===== src/rtl/reg_hex_display_pkg.sv =====
// Shared constants for board-level seven-segment display blocks.
// Segment codes are active-low, bit 0 = segment a through bit 6 = segment g.
package reg_hex_display_pkg;

    localparam int unsigned NUM_DIGITS = 8;

    localparam logic [7:0] ANODE_OFF = 8'hFF;
    localparam logic [6:0] SEG_BLANK = 7'h7F;

    localparam logic [6:0] SEG_HEX_0 = 7'h40;
    localparam logic [6:0] SEG_HEX_1 = 7'h79;
    localparam logic [6:0] SEG_HEX_2 = 7'h24;
    localparam logic [6:0] SEG_HEX_3 = 7'h30;
    localparam logic [6:0] SEG_HEX_4 = 7'h19;
    localparam logic [6:0] SEG_HEX_5 = 7'h12;
    localparam logic [6:0] SEG_HEX_6 = 7'h02;
    localparam logic [6:0] SEG_HEX_7 = 7'h78;
    localparam logic [6:0] SEG_HEX_8 = 7'h00;
    localparam logic [6:0] SEG_HEX_9 = 7'h10;
    localparam logic [6:0] SEG_HEX_A = 7'h08;
    localparam logic [6:0] SEG_HEX_B = 7'h03;  // lowercase b
    localparam logic [6:0] SEG_HEX_C = 7'h46;
    localparam logic [6:0] SEG_HEX_D = 7'h21;  // lowercase d
    localparam logic [6:0] SEG_HEX_E = 7'h06;
    localparam logic [6:0] SEG_HEX_F = 7'h0E;

    // Within a slot the display is either blanked (guard) or driving a digit.
    typedef enum logic {
        PhaseGuard,
        PhaseDrive
    } slot_phase_e;

    function automatic logic [7:0] anode_select(input logic [2:0] digit);
        return ~(8'd1 << digit);
    endfunction

endpackage


===== src/rtl/hex7seg.sv =====
// Combinational 4-bit hex nibble to active-low seven-segment decoder.
module hex7seg
    import reg_hex_display_pkg::*;
(
    input  logic [3:0] nibble,
    output logic [6:0] seg
);

    always_comb begin
        seg = SEG_BLANK;
        unique case (nibble)
            4'h0: seg = SEG_HEX_0;
            4'h1: seg = SEG_HEX_1;
            4'h2: seg = SEG_HEX_2;
            4'h3: seg = SEG_HEX_3;
            4'h4: seg = SEG_HEX_4;
            4'h5: seg = SEG_HEX_5;
            4'h6: seg = SEG_HEX_6;
            4'h7: seg = SEG_HEX_7;
            4'h8: seg = SEG_HEX_8;
            4'h9: seg = SEG_HEX_9;
            4'hA: seg = SEG_HEX_A;
            4'hB: seg = SEG_HEX_B;
            4'hC: seg = SEG_HEX_C;
            4'hD: seg = SEG_HEX_D;
            4'hE: seg = SEG_HEX_E;
            4'hF: seg = SEG_HEX_F;
            default: seg = SEG_BLANK;
        endcase
    end

endmodule


===== src/rtl/reg_hex_display.sv =====
// Eight-digit scanned hex display driver with frame-stable shadow word,
// per-slot blanking guard and optional leading-zero suppression.
module reg_hex_display
    import reg_hex_display_pkg::*;
#(
    parameter int unsigned DIGIT_CYCLES = 100000,
    parameter int unsigned GUARD_CYCLES = 1000
) (
    input  logic        Clock,
    input  logic        Reset,
    input  logic [31:0] Value,
    input  logic        BlankLZ,
    output logic [7:0]  Anode,
    output logic [6:0]  Cathode,
    output logic        FrameDone
);

    localparam int unsigned CNT_W = (DIGIT_CYCLES > 2) ? $clog2(DIGIT_CYCLES) : 1;
    localparam logic [CNT_W-1:0] CNT_LAST = CNT_W'(DIGIT_CYCLES - 1);
    localparam logic [CNT_W-1:0] CNT_GUARD = CNT_W'(GUARD_CYCLES);
    localparam logic [2:0] DIGIT_LAST = 3'(NUM_DIGITS - 1);

    if (DIGIT_CYCLES < 2 || GUARD_CYCLES < 1 || GUARD_CYCLES >= DIGIT_CYCLES) begin : g_bad_params
        $error("reg_hex_display: need DIGIT_CYCLES >= 2 and 1 <= GUARD_CYCLES < DIGIT_CYCLES");
    end

    logic [CNT_W-1:0] cnt_q, cnt_d;
    logic [2:0]       digit_q, digit_d;
    logic [31:0]      shadow_q, shadow_d;
    logic [7:0]       anode_d;
    logic [6:0]       cathode_d;
    logic             frame_done_d;

    logic             slot_end;
    logic             frame_wrap;
    logic             lz_blank;
    logic [3:0]       nibble;
    logic [6:0]       seg;
    slot_phase_e      phase;

    always_comb begin
        slot_end     = (cnt_q == CNT_LAST);
        frame_wrap   = slot_end && (digit_q == DIGIT_LAST);
        cnt_d        = slot_end ? '0 : cnt_q + CNT_W'(1);
        digit_d      = slot_end ? digit_q + 3'd1 : digit_q;
        shadow_d     = frame_wrap ? Value : shadow_q;
        frame_done_d = frame_wrap;
    end

    // Outputs are computed from next-state so the pins match (digit, cnt) after each edge.
    always_comb begin
        nibble   = shadow_d[{digit_d, 2'b00} +: 4];
        lz_blank = BlankLZ && (digit_d != 3'd0) && ((shadow_d >> {digit_d, 2'b00}) == 32'd0);
        phase    = ((cnt_d < CNT_GUARD) || lz_blank) ? PhaseGuard : PhaseDrive;
    end

    hex7seg u_hex7seg (
        .nibble (nibble),
        .seg    (seg)
    );

    always_comb begin
        anode_d   = ANODE_OFF;
        cathode_d = SEG_BLANK;
        if (phase == PhaseDrive) begin
            anode_d   = anode_select(digit_d);
            cathode_d = seg;
        end
    end

    always_ff @(posedge Clock or negedge Reset) begin
        if (!Reset) begin
            cnt_q     <= '0;
            digit_q   <= '0;
            shadow_q  <= '0;
            Anode     <= ANODE_OFF;
            Cathode   <= SEG_BLANK;
            FrameDone <= 1'b0;
        end else begin
            cnt_q     <= cnt_d;
            digit_q   <= digit_d;
            shadow_q  <= shadow_d;
            Anode     <= anode_d;
            Cathode   <= cathode_d;
            FrameDone <= frame_done_d;
        end
    end

endmodule


===== config.mk =====
export PLATFORM = sky130hd
export DESIGN_NAME = reg_hex_display
export DESIGN_NICKNAME = d
export VERILOG_FILES = /design/src/rtl/reg_hex_display_pkg.sv /design/src/rtl/hex7seg.sv /design/src/rtl/reg_hex_display.sv
export SDC_FILE = /design/constraint.sdc
export NUM_CORES = 1
export LEC_CHECK = 0
export ABC_AREA = 1
export CAP_MARGIN = 40
export CORE_MARGIN = 2
export CORE_UTILIZATION = 45
export CTS_BUF_LIST = sky130_fd_sc_hd__clkbuf_4 sky130_fd_sc_hd__clkbuf_8 sky130_fd_sc_hd__clkbuf_16
export DETAILED_ROUTE_END_ITERATION = 10
export GPL_ROUTABILITY_DRIVEN = 0
export GPL_TIMING_DRIVEN = 0
export PLACE_DENSITY = 0.76
export SETUP_SLACK_MARGIN = 0.2
export SLEW_MARGIN = 20
export SYNTH_ARGS = -nofsm -noshare
export SYNTH_HDL_FRONTEND = slang
export SYNTH_SLANG_ARGS = --single-unit

===== constraint.sdc =====
create_clock -name Clock -period 6.5 [get_ports Clock]
set_clock_uncertainty 0.2 [all_clocks]
set_input_delay 1.3 -clock Clock [delete_from_list [all_inputs] [get_ports Clock]]
set_output_delay 1.3 -clock Clock [all_outputs]
set_load 0.1 [all_outputs]

==> key figures <==
Outcome
  – Status: finished clean

Critical path
  – Largest delay share family, worst path: simple AND/OR/NAND/NOR gates
  – Crit Path Max Fanout: 10
  – Worst path required time: ~6.6 ns
  – CP startpoint kind: flip-flop
  – Worst EP arrival: 3.83 ns
  – Critical path buffer and inverter count: 4
  – Crit path cell chain: ha_1, nand2_1, nor2_4, nand3_2, nor2_4, nand3_2, nand2_2, buf_2, nand2_1, nand2_1, o21ai_0, nand2_1, nand2_1, inv_1, ha_1, nand2_1, inv_1, nand3_1, a21oi_1, nand2_1, nor2_4, nand2_4, buf_6, nand3_2
  – Path depth of the worst reg2reg path: 24
  – CP peak stage delay: between 0.3 and 0.4 ns
  – RR Startpoint: cnt_q[0]$_DFF_PN0_
  – Critical path type: reg2reg
  – Reg-to-reg endpoint: Cathode[2]$_DFF_PN1_
  – CP Capture Type: flip-flop
  – Critical path's slowest cell: dfrtp_1
  – CP dominant cell by count: nand2_1
  – Reg2Reg Setup Slack: roughly 2.8 ns

Clock tree
  – Post-CTS sizing: 0
  – CTS tree: yes
  – CTS H-tree lvls: 3
  – Post-CTS Setup Repair Bufs: 0
  – CTS sink cnt: between 60 and 70
  – Root Buffer: clkbuf_8
  – Clock buffer depth: 2
  – CTS buffer count: 9
  – Clk Latency, worst-skew pair: ~0.37 ns
  – Clk slew on worst S/H paths: 0.08 ns
  – # hold bufs at CTS: 0

Final layout
  – Fillers: between 900 and 1,000
  – Register area: 1720 sq um
  – Area delta synth->final: 24.4%
  – Multi-input gate area: around 2300 sq um
  – Layout Cells excl Fill: roughly 870
  – Final core utilization: 0.580
  – Final net count: 777
  – Layout cell share with drive strength beyond 1: 0.164
  – # diodes: 0
  – Final instance area: ~5700 sq um

Logic synthesis
  – Post-Syn Area: ~4600 sq um
  – Mapped Cells: ~660
  – Synth warn: 0
  – Syn nets: between 600 and 700
  – Ys async rst share: 1.00
  – Sequential area share after synthesis: 0.374
  – Avg Cell Area, Syn: around 7.0 sq um
  – #FFs+latches synth: 68
  – Most used DFF post-synth: dfrtp_1
  – Cell variety after synth: 36
  – EDFF count, synth: 0

Hold path
  – Tightest Hold Check Type: reg2reg
  – Hold EP: cnt_q[0]$_DFF_PN0_
  – WHS Path Cells: 1
  – Hold_sp: cnt_q[0]$_DFF_PN0_

Drt
  – DR iter-0 viols: 322
  – Router iterations before antenna repair: 5
  – Avg WL per Cell: approximately 14 microns
  – ANT nets after route: 0
  – Residual DRC count: 0
  – Via/cell ratio: slightly above 5
  – Routed vias: 4,466
  – Routed WL: approximately 12 mm

Die
  – Die Y: 105 microns
  – # IOs: 51
  – Area of the core: roughly 9900 sq um
  – FP Rows: 36
  – Die area: around 11,000 sq um
  – Initial Utilization: 0.466
  – Die width: 105 microns

Placement
  – Port Buffer Count: 50
  – Placed cells: around 860
  – Placed Area: 5520 sq um
  – Dpl hpwl: a little over 9 mm

Pwr
  – Clk pwr share: 0.441
  – Combinational share of power: 0.042
  – Final Total Pwr: around 820 uW
  – Worst vdd ir: about 73 uV
  – Sw power: 186 uW
  – Switching share of power: 0.227
  – Int Pwr: approximately 630 uW
  – PwrDens: between 100 and 150 nW/um^2
  – Sequential share of power: 0.517
  – Lkg Pwr: roughly 0.0033 uW

Timing
  – Setup TNS Final: 0 ns
  – Worst Max-Slew Pin Slew: 0.481 ns
  – Hold Vio Cnt, Final: 0
  – Unrepaired setup endpoints after global routing: false
  – Fin crit share: 0.573
  – Setup Viol. Count Final: 0
  – FMAX: 0.268 GHz
  – Crit path time final: roughly 3.7 ns
  – Slew Limit Fails: 0
  – Rel. slew slack: 0.679

Global routing
  – Largest net degree at the start of global routing: 38
  – Total GRT Usage: 0.234
  – First-pass GRT wire length: about 21 mm
  – Vias in the first global route: approximately 4,400
  – Initial antenna violation count: 0
  – GR Overflow Total: 0

Job
  – # Max-Cap Violations: 0
## worst register-to-register path, stage by stage, from the launching register on
cell     delay, ns
dfrtp_1       0.38
ha_1          0.24
nand2_1       0.11
nor2_4        0.17
nand3_2       0.11
nor2_4        0.27
nand3_2       0.12
nand2_2       0.14
buf_2         0.27
nand2_1       0.09
nand2_1       0.09
o21ai_0       0.08
nand2_1       0.06
nand2_1       0.16
inv_1         0.15
ha_1          0.21
nand2_1       0.06
inv_1         0.05
nand3_1       0.07
a21oi_1       0.12
nand2_1       0.10
nor2_4        0.11
nand2_4       0.09
buf_6         0.16
nand3_2       0.07
## worst max path at each step
stage	to	startpoint	cells past startpoint
2_1_floorplan	Anode[3]$_DFF_PN1_	Value[5]	19
3_3_place_gp	shadow_q[4]$_DFF_PN0_	Reset	1
3_5_place_dp	Cathode[2]$_DFF_PN1_	Value[5]	20
4_1_cts	Cathode[2]$_DFF_PN1_	cnt_q[0]$_DFF_PN0_	24
5_1_grt	Cathode[2]$_DFF_PN1_	cnt_q[0]$_DFF_PN0_	24
6_report	Cathode[2]$_DFF_PN1_	cnt_q[0]$_DFF_PN0_	24
## metal layers
metal  global-route usage  vias to the layer above  part of all wire
met5                    0                        -                 0
met4                0.124                        0             0.033
met3               0.0343                       34             0.050
met2                0.388                      162              0.49
met1                0.294                     2089              0.42
li1                     -                     2181                 -
## area by class of cell
cell class / count / share of cell area
clock buffer: 11 / 0.0254
timing repair buffer: 67 / 0.133
inverter: 135 / 0.0888
buffer: 18 / 0.0197
multi-input combinational: 434 / 0.395
clock inverter: 5 / 0.00919
tap: 133 / 0.0291
sequential: 68 / 0.301
## cell families after synthesis
group / count (synthesis) / synth area share
compound gates: 16 / 0.0199
xor+xnor: 4 / 0.00762
fa+ha+maj: 9 / 0.0245
buf+inv: 153 / 0.135
flops: 68 / 0.374
simple gates: 405 / 0.439
## Yosys cell counts, types with 2 or more instances
cell type,instances,share of area
a21oi_1,4,0.0044
and2_1,2,0.0027
buf_2,12,0.013
buf_4,2,0.0033
buf_6,3,0.0073
dfrtp_1,53,0.29
dfstp_2,15,0.086
ha_1,9,0.024
inv_1,128,0.10
inv_2,5,0.0041
nand2_1,189,0.15
nand2_2,10,0.014
nand2_4,4,0.0098
nand3_1,74,0.081
nand3_2,19,0.041
nand3_4,2,0.0076
nand3b_1,2,0.0033
nand4_1,27,0.037
nor2_1,52,0.042
nor2_4,5,0.012
nor3_1,8,0.0087
nor3_4,2,0.0071
nor4_1,3,0.0041
o21ai_0,8,0.0087
o21ai_1,2,0.0022
or2_2,2,0.0027
xor2_1,4,0.0076
## cell usage in the layout (no fill, tap or decap), types with 2 or more instances in the layout
master / n
nand3b_1: 2
buf_2: 12
or2_2: 2
buf_4: 3
dfrtp_1: 53
clkbuf_8: 10
and2_1: 2
nand3_2: 19
buf_8: 16
o21ai_0: 8
inv_1: 128
a21oi_1: 4
nor2_1: 52
nand2_2: 10
nand4_1: 27
clkdlybuf4s50_1: 49
nand2_4: 4
xor2_1: 4
nor3_1: 8
buf_6: 3
clkinv_2: 4
nor3_4: 2
nand3_4: 2
nor4_1: 3
inv_2: 5
nor2_4: 5
ha_1: 9
dfstp_2: 15
nand3_1: 74
o21ai_1: 2
nand2_1: 189
## power by group through the flow
stage | clock network [uW] | registers [uW] | logic (uW)
floorplan | 0 | 431 | 2.95
global placement | 0 | 431 | 33.0
detailed placement | 0 | 431 | 34.9
CTS | 366 | 423 | 35.0
global route | 385 | 423 | 37.9
finish | 361 | 423 | 34.0
## sequential cells by signal, summed over array words and instances (netlist names)
name,count
FrameDone,1
digit_q,3
Cathode,7
shadow_q,32
Anode,8
cnt_q,17
## per-stage QoR
stage	setup WS, ns	hold WS [ns]
after floorplan	3.37	0.233
after global placement	1.68	0.248
after detailed placement	2.60	0.263
after CTS	2.83	0.270
after global routing	2.41	0.285
final	2.77	0.273
Note: power is estimated with default switching activity, not from simulation.
